<file path="config.mk">
export PLATFORM = sky130hd
export DESIGN_NAME = accel_scratch_mem
export DESIGN_NICKNAME = d
export VERILOG_FILES = /design/src/rtl/accel_scratch_mem.sv
export SDC_FILE = /design/constraint.sdc
export NUM_CORES = 2
export LEC_CHECK = 0
export BUFFER_PORTS_ARGS = -buffer_cell sky130_fd_sc_hd__buf_4
export CAP_MARGIN = 20
export CORE_MARGIN = 2
export CORE_UTILIZATION = 40
export DETAILED_ROUTE_END_ITERATION = 8
export GPL_TIMING_DRIVEN = 0
export PLACE_DENSITY_LB_ADDON = 0.05
export SLEW_MARGIN = 20
export SYNTH_ARGS = -nofsm -noshare
export SYNTH_HDL_FRONTEND = slang
export SYNTH_SLANG_ARGS = --single-unit
</file>
<file path="constraint.sdc">
create_clock -name clka -period 8.88 [get_ports clka]
set_input_delay 1.332 -clock clka [delete_from_list [all_inputs] [get_ports clka]]
set_output_delay 1.332 -clock clka [all_outputs]
set_load 0.03 [all_outputs]
</file>
<file path="src/rtl/accel_scratch_mem.sv">
// Parametrised scratchpad: port-A read/write with write freeze, optional registered read,
// a hardware clear sweep (after reset and on request) and a sequential valid/ready dump port.
module accel_scratch_mem #(
  parameter int DATA_W   = 32,
  parameter int ADDR_W   = 6,
  parameter int READ_REG = 0
) (
  input  logic              clka,
  input  logic              rst,
  input  logic              ena,
  input  logic              wea,
  input  logic [ADDR_W-1:0] addra,
  input  logic [DATA_W-1:0] dina,
  output logic [DATA_W-1:0] douta,
  input  logic              getvalue,
  input  logic              clr,
  output logic              busy,
  input  logic              dump_start,
  output logic              dump_valid,
  input  logic              dump_ready,
  output logic [ADDR_W-1:0] dump_addr,
  output logic [DATA_W-1:0] dump_data,
  output logic              dump_last,
  output logic [1:0]        dbg_state_o
);

  localparam int DEPTH = 2**ADDR_W;
  localparam logic [ADDR_W-1:0] CNT_LAST = ADDR_W'(DEPTH - 1);

  typedef enum logic [1:0] {
    S_IDLE  = 2'd0,
    S_CLEAR = 2'd1,
    S_DUMP  = 2'd2
  } state_e;

  state_e            state_q;
  logic [ADDR_W-1:0] cnt_q;
  logic [ADDR_W-1:0] cnt_inc;
  logic              busy_q;
  logic              dump_valid_q;
  logic              dump_last_q;

  logic [DATA_W-1:0] mem_q [DEPTH];
  logic              wr_en;
  logic [ADDR_W-1:0] wr_addr;
  logic [DATA_W-1:0] wr_data;

  assign cnt_inc = cnt_q + ADDR_W'(1);

  // Dump handshake: a word moves when dump_valid && dump_ready are both high at a rising
  // edge; dump_valid never drops without a transfer except on clr or rst, and while
  // dump_ready is low dump_addr/dump_data hold.
  always_ff @(posedge clka or posedge rst) begin
    if (rst) begin
      state_q      <= S_CLEAR;
      cnt_q        <= '0;
      busy_q       <= 1'b1;
      dump_valid_q <= 1'b0;
      dump_last_q  <= 1'b0;
    end else begin
      case (state_q)
        S_CLEAR: begin
          if (clr) begin
            cnt_q <= '0;
          end else if (cnt_q == CNT_LAST) begin
            state_q <= S_IDLE;
            cnt_q   <= '0;
            busy_q  <= 1'b0;
          end else begin
            cnt_q <= cnt_inc;
          end
        end
        S_IDLE: begin
          if (clr) begin
            state_q <= S_CLEAR;
            cnt_q   <= '0;
            busy_q  <= 1'b1;
          end else if (dump_start) begin
            state_q      <= S_DUMP;
            cnt_q        <= '0;
            busy_q       <= 1'b1;
            dump_valid_q <= 1'b1;
            dump_last_q  <= 1'b0;
          end
        end
        S_DUMP: begin
          if (clr) begin
            state_q      <= S_CLEAR;
            cnt_q        <= '0;
            dump_valid_q <= 1'b0;
            dump_last_q  <= 1'b0;
          end else if (dump_ready) begin
            if (cnt_q == CNT_LAST) begin
              state_q      <= S_IDLE;
              cnt_q        <= '0;
              busy_q       <= 1'b0;
              dump_valid_q <= 1'b0;
              dump_last_q  <= 1'b0;
            end else begin
              cnt_q       <= cnt_inc;
              dump_last_q <= (cnt_inc == CNT_LAST);
            end
          end
        end
        default: begin
          state_q      <= S_CLEAR;
          cnt_q        <= '0;
          busy_q       <= 1'b1;
          dump_valid_q <= 1'b0;
          dump_last_q  <= 1'b0;
        end
      endcase
    end
  end

  // The sweep owns the write port while clearing; port-A writes are dropped then.
  always_comb begin
    wr_en   = 1'b0;
    wr_addr = addra;
    wr_data = dina;
    if (state_q == S_CLEAR) begin
      wr_en   = 1'b1;
      wr_addr = cnt_q;
      wr_data = '0;
    end else if (wea && !getvalue) begin
      wr_en = 1'b1;
    end
  end

  always_ff @(posedge clka) begin
    if (wr_en) begin
      mem_q[wr_addr] <= wr_data;
    end
  end

  generate
    if (READ_REG != 0) begin : g_rd_reg
      logic [DATA_W-1:0] douta_q;
      // Reads the pre-write array, so a same-edge write to addra returns old data.
      always_ff @(posedge clka or posedge rst) begin
        if (rst) begin
          douta_q <= '0;
        end else if (ena && !getvalue) begin
          douta_q <= mem_q[addra];
        end
      end
      assign douta = douta_q;
    end else begin : g_rd_comb
      logic unused_ena;
      assign unused_ena = ena;
      assign douta      = mem_q[addra];
    end
  endgenerate

  assign busy        = busy_q;
  assign dump_valid  = dump_valid_q;
  assign dump_last   = dump_last_q;
  assign dump_addr   = cnt_q;
  assign dump_data   = mem_q[cnt_q];
  assign dbg_state_o = state_q;

endmodule

</file>
==> reports/metrics.cfg <==
[run_status]
status = finished clean

[timing]
finalCriticalPeriod_ns = 7.850
layout_setup_ws_ns = 1.030
setup_violations = 0
slew_headroom_pct = 8.286
skew_ns = 0.04827
grt_setup_unrepaired = no
setup_tns_ns = 0
final_hold_viol_count = 0
worst_pin_slew_ns = 1.361
drv_slew = 0
timing.fmax_ghz = 0.1274
holdWs_ns = 0.4998
period_share_pct = 88.40

[floorplan]
ios = 121
core_area_sq_um = 235600
die-area_sq_um = 241500
start_util_pct = 40.33
fp.dieW_microns = 491.4
die_y_microns = 491.4
rows = 178

[route]
wl_per_cell_microns = 54.48
drt_drc_violations_left = 0
drt_iter0_drc = 11265
viasPerCell = 7.097
drt_wl_total_mm = 471.6
drtPass1Iterations = 6
ant_nets = 0
num_vias = 61439

[job]
maxCapViolCount = 0

[synthesis]
yosysSeqAreaShare_pct = 65.01
netlist_instances = 4727
synth-main-ff-cell = edfxtp_1
synthDistinctLibCells = 57
synthesis.area_sq_um = 95020
syn_nets = 4779
yosys_warnings = 0
synth_enable_flop_cells = 2048
async_flop_share_pct = 0.5342
avgSynthCellArea_sq_um = 20.10
ys_seq_elements = 2059

[critical_path]
cp.arrival_ns = 6.52
r2r_slack_ns = 3.62
reg2reg_depth = 9
critPathMaxFanout = 10
reg2reg_from = dump_addr[2]
worstPathRequired_ns = 7.55
critPathKind = reg -> out
startpoint_type = flip-flop
end_kind = output pin
r2r_end = mem_q[13][2]
cp_slowest_cell = buf_1
cp_slowest_stage_delay_ns = 0.89
crit_chain = buf_2 > nor2b_1 > buf_1 > clkbuf_1 > a221oi_1 > o21ai_1 > nand2_1 > a21oi_1 > buf_4

[place]
dp_slack_ns = 1.306
gp_congestion = 1.059
dp_cells = 8223
hpwl_mm = 331.7
portBuffers = 116

[cts]
cts_root_buf = clkbuf_16
cts_resized = 0
clkSlewWorstSetupHoldPaths_ns = 0.07
holdBufCountCts = 0
cts_made_buffers = 229
clockBufferDepth = 3
htree_num_levels = 4
cts_tree = done
cts_setup_buffers = 0
clkLatencyLatePin_ns = 0.94
clkSinkCount = 2059

[pwr]
p_leak_nw = 35.73
ir_drop_mv = 0.1950
power_mw = 29.41
p_per_area_nw_per_um2 = 260.1

[layout]
area_delta_synth_final_pct = 18.99
mostFrequentLayoutCells = edfxtp_1 (2048), mux4_2 (1011), mux2i_1 (251)
fin_nets = 5360
fin_cells = 8657
drive_above_1_share_pct = 38.45
final_common_cell = edfxtp_1

[global_routing]
grt_usage_pct = 38.76
grt_pass1_wl_mm = 600.7
antenna_found_initial = 43
grt_max_degree = 37
grt_pass1_vias = 58183
grt-ovfl-total = 0

[hold_path]
hold_path.class = in -> async

==> registers in the layout (all words and copies together), names as in the netlist <==
| name | flops |
|---|---|
| dump_addr | 6 |
| busy | 1 |
| dump_valid | 1 |
| dbg_state_o | 2 |
| dump_last | 1 |
| mem_q | 2048 |
==> metal layers <==
layer | vias to the layer above | GRT usage, % | share of wire (%)
met2 | 5077 | 53.64 | 41
met4 | 32 | 27.25 | 8.8
met5 | - | 0 | 0.11
met1 | 33293 | 49.43 | 36
met3 | 1178 | 15.73 | 14
li1 | 21859 | - | -
==> cell type report <==
class | count | area [sq um]
timing repair buffer | 350 | 6071
inverter | 9 | 33.78
tap | 3150 | 3941
antenna | 20 | 50.05
clock buffer | 286 | 6008
clock inverter | 124 | 1057
buffer | 383 | 1993
fill | 19690 | 122600
multi-input combinational | 2276 | 32140
sequential | 2059 | 61780
==> Yosys cell counts, drive strengths merged, types with 3 or more instances <==
library cell,number,share of area (%)
edfxtp,2048,65
mux4,1011,24
mux2i,251,2.6
buf,232,1.4
nor2,158,0.62
clkbuf,151,0.60
o21ai,146,0.77
a221oi,136,1.3
nand2,131,0.52
o22ai,112,0.74
a21oi,91,0.48
nor2b,49,0.32
mux2,25,0.30
a211o,22,0.20
nand2b,19,0.13
o221ai,17,0.16
a221o,12,0.13
o211ai,12,0.095
dfrtp,9,0.24
inv,9,0.036
nand3,8,0.042
a211oi,7,0.055
a22oi,7,0.055
nor3,7,0.037
and2,6,0.039
ha,6,0.079
a311oi,5,0.046
or2,5,0.033
or3,4,0.026
o31ai,3,0.024
or3b,3,0.028
==> kinds of logic (layout without fill, tap and decap cells) <==
group	Yosys count	after routing	synth area share (%)
AO/OA/AOI/OAI	587	587	4.166
other	0	20	0
multiplexers	1287	1287	26.90
buffers and inverters	392	1152	2.001
AND/OR/NAND/NOR	395	395	1.830
XOR/XNOR	1	1	0.009219
adder cells (fa/ha/maj)	6	6	0.07900
flip-flops	2059	2059	65.01
==> through the flow <==
step,utilization [%],instance area [sq um]
detailed placement,44.94,105900
global route,47.97,113000
global placement,42.37,99840
floorplan,-,95020
CTS,47.94,113000
finish,47.99,113100
==> worst max-delay path by stage <==
| stage | from | end | depth (start not counted) |
|---|---|---|---|
| floorplan | addra[0] | douta[30] | 9 |
| global placement | addra[1] | mem_q[2][17] | 7 |
| detailed placement | addra[2] | douta[17] | 10 |
| CTS | dump_addr[1] | dump_data[16] | 9 |
| global route | addra[2] | douta[17] | 10 |
| finish | dump_addr[2] | dump_data[16] | 9 |
==> power by group <==
part	total, mW	switching, mW	internal [mW]
logic	8.30	5.66	2.64
registers	11.8	0.105	11.7
clock network	9.31	4.17	5.15
total	29.4	9.93	19.5
==> worst max-delay path: cells and delay by family, from the launching register on <==
kind            cells  cell delay (ns)
buf+inv             4             2.61
compound gates      3             1.56
simple gates        2             0.82
flops               1             0.54
Power figures use the tool's default switching activity.
